===== src/rtl/digit_serial_addsub.sv =====
// Multi-cycle add/subtract unit: processes DIGIT bits per clock over WIDTH/DIGIT cycles,
// with valid/ready handshakes on both sides and carry/borrow, overflow, zero and negative flags.
module digit_serial_addsub #(
    parameter int unsigned WIDTH = 16,
    parameter int unsigned DIGIT = 4
) (
    input  logic             iClk,
    input  logic             iRst_n,
    input  logic             iValid,
    output logic             oReady,
    input  logic             iMode,
    input  logic [WIDTH-1:0] iA,
    input  logic [WIDTH-1:0] iB,
    input  logic             iC,
    output logic             oValid,
    input  logic             iReady,
    output logic [WIDTH-1:0] oResult,
    output logic             oCarry,
    output logic             oOverflow,
    output logic             oZero,
    output logic             oNeg
);

    localparam int unsigned N  = WIDTH / DIGIT;
    localparam int unsigned CW = (N > 1) ? $clog2(N) : 1;

    typedef enum logic [1:0] {
        S_IDLE,
        S_BUSY,
        S_DONE
    } state_t;

    state_t           r_state;
    state_t           w_state_next;

    logic [WIDTH-1:0] r_a;
    logic [WIDTH-1:0] r_b;
    logic [WIDTH-1:0] r_sum;
    logic             r_mode;
    logic             r_carry;
    logic [CW-1:0]    r_cnt;

    logic [WIDTH-1:0] r_result;
    logic             r_carry_flag;
    logic             r_ovf_flag;
    logic             r_zero_flag;
    logic             r_neg_flag;

    logic [DIGIT-1:0] w_a_d;
    logic [DIGIT-1:0] w_b_d;
    logic [DIGIT:0]   w_dsum;
    logic             w_msb_cin;
    logic [WIDTH-1:0] w_sum_next;
    logic             w_last;
    logic             w_accept;

    // Subtraction uses A + ~B with the inverted borrow as internal carry-in.
    assign w_a_d      = r_a[DIGIT-1:0];
    assign w_b_d      = r_b[DIGIT-1:0] ^ {DIGIT{r_mode}};
    assign w_dsum     = {1'b0, w_a_d} + {1'b0, w_b_d} + (DIGIT+1)'(r_carry);
    assign w_msb_cin  = w_a_d[DIGIT-1] ^ w_b_d[DIGIT-1] ^ w_dsum[DIGIT-1];
    assign w_sum_next = (r_sum >> DIGIT) | (WIDTH'(w_dsum[DIGIT-1:0]) << (WIDTH - DIGIT));
    assign w_last     = (r_cnt == CW'(N - 1));
    assign w_accept   = iValid && (r_state == S_IDLE);

    always_ff @(posedge iClk or negedge iRst_n) begin
        if (!iRst_n) begin
            r_state <= S_IDLE;
        end else begin
            r_state <= w_state_next;
        end
    end

    always_comb begin
        w_state_next = r_state;
        case (r_state)
            S_IDLE: if (iValid) w_state_next = S_BUSY;
            S_BUSY: if (w_last) w_state_next = S_DONE;
            S_DONE: if (iReady) w_state_next = S_IDLE;
            default: w_state_next = S_IDLE;
        endcase
    end

    always_ff @(posedge iClk or negedge iRst_n) begin
        if (!iRst_n) begin
            r_a          <= '0;
            r_b          <= '0;
            r_sum        <= '0;
            r_mode       <= 1'b0;
            r_carry      <= 1'b0;
            r_cnt        <= '0;
            r_result     <= '0;
            r_carry_flag <= 1'b0;
            r_ovf_flag   <= 1'b0;
            r_zero_flag  <= 1'b0;
            r_neg_flag   <= 1'b0;
        end else if (w_accept) begin
            r_a     <= iA;
            r_b     <= iB;
            r_mode  <= iMode;
            r_carry <= iC ^ iMode;
            r_sum   <= '0;
            r_cnt   <= '0;
        end else if (r_state == S_BUSY) begin
            r_a     <= r_a >> DIGIT;
            r_b     <= r_b >> DIGIT;
            r_sum   <= w_sum_next;
            r_carry <= w_dsum[DIGIT];
            r_cnt   <= r_cnt + CW'(1);
            if (w_last) begin
                r_result     <= w_sum_next;
                r_carry_flag <= w_dsum[DIGIT] ^ r_mode;
                r_ovf_flag   <= w_msb_cin ^ w_dsum[DIGIT];
                r_zero_flag  <= (w_sum_next == '0);
                r_neg_flag   <= w_sum_next[WIDTH-1];
            end
        end
    end

    assign oReady    = (r_state == S_IDLE);
    assign oValid    = (r_state == S_DONE);
    assign oResult   = r_result;
    assign oCarry    = r_carry_flag;
    assign oOverflow = r_ovf_flag;
    assign oZero     = r_zero_flag;
    assign oNeg      = r_neg_flag;

endmodule


===== config.mk =====
export PLATFORM = sky130hd
export DESIGN_NAME = digit_serial_addsub
export DESIGN_NICKNAME = d
export VERILOG_FILES = /design/src/rtl/digit_serial_addsub.sv
export SDC_FILE = /design/constraint.sdc
export NUM_CORES = 1
export LEC_CHECK = 0
export CORE_UTILIZATION = 51
export CTS_CLUSTER_SIZE = 8
export DETAILED_ROUTE_END_ITERATION = 8
export GPL_TIMING_DRIVEN = 0
export HOLD_SLACK_MARGIN = 0.12
export PLACE_DENSITY = 0.76
export SYNTH_ARGS = -nofsm -noshare
export SYNTH_HDL_FRONTEND = slang
export SYNTH_SLANG_ARGS = --single-unit

===== constraint.sdc =====
create_clock -name iClk -period 3.1 [get_ports iClk]
set_input_delay 0.62 -clock iClk [delete_from_list [all_inputs] [get_ports iClk]]
set_output_delay 0.62 -clock iClk [all_outputs]
set_load 0.005 [all_outputs]

## Word-level counts from Yosys, hierarchy flattened

Cells that the tools add are included.
Widths: inputs -> output; s select.

- Add/subtract/negate cells: 3
- Equality and inequality tests: 6
- Muxes and demuxes: 14
- Bitwise logic cells: 8
- Reductions and logical operators: 6

Operators by type and width:

| cell | count |
|---|---|
| $mux 16 | 6 |
| $logic_not 16->1 | 1 |
| $or 12x16->16 | 1 |
| $mux 2 | 5 |
| $pmux 2 s3 | 1 |
| $reduce_and 3->1 | 2 |
| $add 4x4->5 | 1 |
| $add 5x1->5 | 1 |
| $xor 1x1->1 | 5 |
| $eq 2x2->1 const B | 2 |
| $ne 2x2->1 const B | 2 |
| $xor 4x4->4 | 1 |
| $add 2x1->2 const B | 1 |
| $eq 2x1->1 const B | 1 |
| $logic_not 2->1 | 1 |
| $mux 1 | 2 |
| $ne 2x1->1 const B | 1 |
| $reduce_bool 2->1 | 1 |
| $logic_and 1x1->1 | 1 |
| $not 1->1 | 1 |

- Flip-flop bits (word level): 74
- Output and inout bits: 22
- Logic and storage cells: 49

## Logic depth before layout (Yosys ltp)

Gate-level depths: netlist (run 1).

- Word-level depth: 6
- Gate-level depth with buffers: 8
- Gate-level depth less buffers: 7

## Worst setup path after synthesis (run 1)

Ideal clock, no wire load.

- Path kind: register to register
- Start: register r_mode
- End: register r_zero_flag (netlist: oZero)
- Library setup time: 0.066 ns
- Arrival: 2.192 ns
- Required time: 3.034 ns
- Slack: 0.842 ns
- Cell stages (with the launch flop): 9
- Path buffers: 1
- Clock period less this slack: 2.258 ns
- Path through: dfrtp_1 > clkbuf_1 > xnor2_1 > fa_1 > fa_1 > nor4bb_1 > nand3_1 > nor3_1 > a22o_1

- Cells in the longest elaborated chain, start to end: 5

RTL lines:

| item | line | source |
|---|---|---|
| start: declaration | 39 | `logic r_mode;` |
| start signal: assignment | 100 | `r_mode <= iMode;` |
| $xor 4x4->4 | 59 | `assign w_b_d = r_b[DIGIT-1:0] ^ {DIGIT{r_mode}};` |
| $add 4x4->5 | 60 | `assign w_dsum = {1'b0, w_a_d} + {1'b0, w_b_d} + (DIGIT+1)'(r_carry);` |
| $add 5x1->5 | 60 |  |
| $or 12x16->16 | 62 | `assign w_sum_next = (r_sum >> DIGIT) \| (WIDTH'(w_dsum[DIGIT-1:0]) << (WIDTH - DIGIT));` |
| $logic_not 16->1 | 114 | `r_zero_flag <= (w_sum_next == '0);` |
| end signal: assignment | 114 |  |
| end: declaration | 46 | `logic r_zero_flag;` |

No other way between the ends.
A chain may end at the register's enable or synchronous reset.

## Worst setup path after layout (run 1)

Ends and elaborated chain as after synthesis.

==> results by group, run 1 <==
Synth
  – Top FF cell, synth: dfrtp_1
  – Synth area leaders: dfrtp_1 57%, nand2_1 11%, a22oi_1 5.4%, o21ai_0 5.3%, mux2_2 4.1%
  – Synth unique cells: 28
  – Synth top cells by count: 92 x nand2_1, 69 x dfrtp_1, 32 x o21ai_0
  – Seq/Total Area, Yosys: 0.570
  – Mapped Avg Cell Area: 10.4 sq um
  – Area fraction of the dominant cell type after synthesis: 0.570
  – FF+latch count, synth: 69
  – Synth async-reset ratio: 1.00
  – Number of flops mapped to enable cells by yosys: 0
  – YS warnings: 0
  – Post-Synthesis Net Count: 337
  – Synth Instances: 292
  – Top cell type by total area after synthesis: dfrtp_1
  – Synthesized area: 3030 sq um
  – Most numerous cell in the Yosys netlist: nand2_1

Placement
  – GPL Wtd Cong: 0.786
  – Detailed-placement wirelength estimate: 4610 um
  – Placed cells: 423
  – Port Buffer Count: 59

Worst setup path
  – Worst Path Arrival: 2960 ps
  – Worst Setup Start Kind: flop
  – CP endpoint: oZero
  – R2R Setup Slk: 420 ps
  – Worst setup path category: reg -> reg
  – Crit path from: r_mode
  – Crit-path max FO: 6
  – CP endpoint kind: flop
  – RR Startpoint: r_mode
  – Reg2reg end: oZero
  – Register-to-Register Path Depth: 8
  – Worst EP required: 3380 ps

Pwr
  – Pleak: 1.82 nW
  – PwrDens: 1100 nW/um^2
  – Max VDD drop: 0.000510 V

Detailed routing
  – Via density: 5.35
  – Final WL: 6570 um
  – Highest Signal Layer: met4
  – Post-route antenna net violation count: 0
  – DRT Pass-1 Iters: 5
  – Wl on met1: 3040 um
  – First-iteration detailed-routing DRC count: 169
  – Routed length on met3: 303 um
  – Via count: 2,349
  – Avg WL per Cell: 15.0 um
  – Routed met2 length: 3150 um
  – # DRC: 0

Timing
  – RSZ-0062 raised after global routing: false
  – Worst hold slack: 371 ps
  – Peak Freq: 0.373 GHz
  – Slew HR: 0.423
  – Tcrit/Tclk final: 0.864
  – Min cycle time layout: 2680 ps
  – Final Hold Vio Count: 0
  – Fin. max-slew vios: 0
  – Worst Max-Slew Pin Slew: 865 ps
  – Clock Skew: 4.14 ps
  – Final setup fails: 0

GRT
  – Initial antenna violation count: 0
  – First-pass GRT wire length: 10,800 um
  – Number of global-route vias before repair: 2,205
  – Total GRT Usage: 0.230
  – Largest net degree at the start of global routing: 70
  – Overflow after GRT: 0

Clock tree
  – Clk root buf: clkbuf_8
  – Post-CTS Resized: 0
  – CTS max path bufs: 2
  – Clock Latency Late Sink: 340 ps
  – TritonCTS buffer count: 9
  – H-tree level count: 3
  – Clock sink count: 69
  – Cts hold-fix bufs: 0
  – Clock slew at reported path FFs: 70 ps
  – Post-CTS setup buffers: 0
  – CTS tree: done

Die
  – Die Wd: 79.1 um
  – Starting density of the core: 0.541
  – Core Region: 5610 sq um
  – Ports: 60
  – Vert. Die Dim: 79.1 um
  – Die Area: 6260 sq um
  – Core Rows: 27

Status
  – Status: complete, no violations

Hold path
  – Hold WC Path Type: in -> async

Finish
  – Final layout net count: 407
  – Fillers: 484
  – Layout cell share with drive strength beyond 1: 0.134
  – Diodes inserted: 0
  – Non-Filler Instances: 439
  – Layout area overhead: 28.2%

Run
  – Max-Cap Viols: 0
-- layer usage --
layer | global-route usage | vias to the layer above
met5 | 0 | -
met4 | 0.100 | 0
met3 | 0.0425 | 7
met2 | 0.329 | 76
met1 | 0.341 | 1137
li1 | - | 1129
-- state kept, by name, summed over array words and instances, names as in the netlist, 2 cells and up --
name     cells
oResult     16
r_a         16
r_b         16
r_cnt        2
r_state      2
r_sum       12
-- through the flow --
stage / power [W] / TNS (ps) / area [sq um] / setup WS, ps / util
finish: 0.00427 / 0 / 3890 / 421 / 0.693
global route: 0.00461 / 0 / 3890 / 227 / 0.693
CTS: 0.00429 / 0 / 3890 / 413 / 0.693
detailed placement: 0.00363 / 0 / 3710 / 434 / 0.662
global placement: 0.00355 / -61400 / 3710 / -893 / 0.662
floorplan: 0.00287 / 0 / 3030 / 842 / -
-- critical path: stages (launching register included) --
cell	delay, ps
dfrtp_1	320
clkbuf_1	330
xnor2_1	150
fa_1	430
fa_1	580
nor4bb_1	350
nand3_1	110
nor3_1	200
a22o_1	160
-- report_power, final --
part           switching (W)  leakage, nW  total (W)  internal, W
clock network       0.000320       0.0986   0.000647     0.000327
logic                0.00107        0.840    0.00203     0.000963
registers           0.000273        0.881    0.00159      0.00131
total                0.00166         1.82    0.00427      0.00260
-- cell families (layout without fill, tap and decap cells) --
family / after synthesis / after routing / share of synthesized area
AO/OA/AOI/OAI: 60 / 60 / 0.123
XOR/XNOR: 9 / 9 / 0.0260
adder cells (fa/ha/maj): 7 / 7 / 0.0338
buffers and inverters: 23 / 98 / 0.0409
flip-flops: 69 / 69 / 0.570
multiplexers: 12 / 12 / 0.0458
AND/OR/NAND/NOR: 112 / 112 / 0.161
-- how the worst min path moves through the flow --
stage,from,endpoint,slack (ps)
finish,iRst_n,oResult[3],370
global route,iRst_n,oResult[6],470
CTS,iRst_n,oResult[7],420
detailed placement,r_a[8],r_a[8],460
global placement,r_b[5],r_b[5],460
floorplan,iRst_n,oCarry,320
-- final cells by class --
| type | count | area (sq um) | area share |
|---|---|---|---|
| Clock inverter | 5 | 25.0 | 0.00644 |
| Inverter | 5 | 18.8 | 0.00483 |
| Timing Repair Buffer | 59 | 588 | 0.151 |
| Sequential cell | 69 | 1730 | 0.444 |
| Multi-Input combinational cell | 200 | 1180 | 0.304 |
| Buffer | 18 | 105 | 0.0270 |
| Tap cell | 72 | 90.1 | 0.0232 |
| Clock buffer | 11 | 151 | 0.0390 |
-- placed cells by master, fill, tap and decap left out, drive strengths merged, types with 5 or more instances in the layout --
master	netlist	layout
dfrtp	69	69
nand2	93	93
xnor2	5	5
inv	5	5
mux2	12	12
o21ai	32	32
nand3	5	5
clkbuf	2	13
a22oi	22	22
buf	16	17
ha	5	5
clkdlybuf4s50	0	58
clkinv	0	5
Power figures use the tool's default switching activity.
==> run 2, diff against run 1 <==
--- a/config.mk
+++ b/config.mk
@@ -6,7 +6,6 @@
 export NUM_CORES = 1
 export LEC_CHECK = 0
 export CORE_UTILIZATION = 51
-export CTS_CLUSTER_SIZE = 8
 export DETAILED_ROUTE_END_ITERATION = 8
 export GPL_TIMING_DRIVEN = 0
 export HOLD_SLACK_MARGIN = 0.12
==> results of run 2 <==
No change in the layout: final DEF, timing and power equal those of run 1.
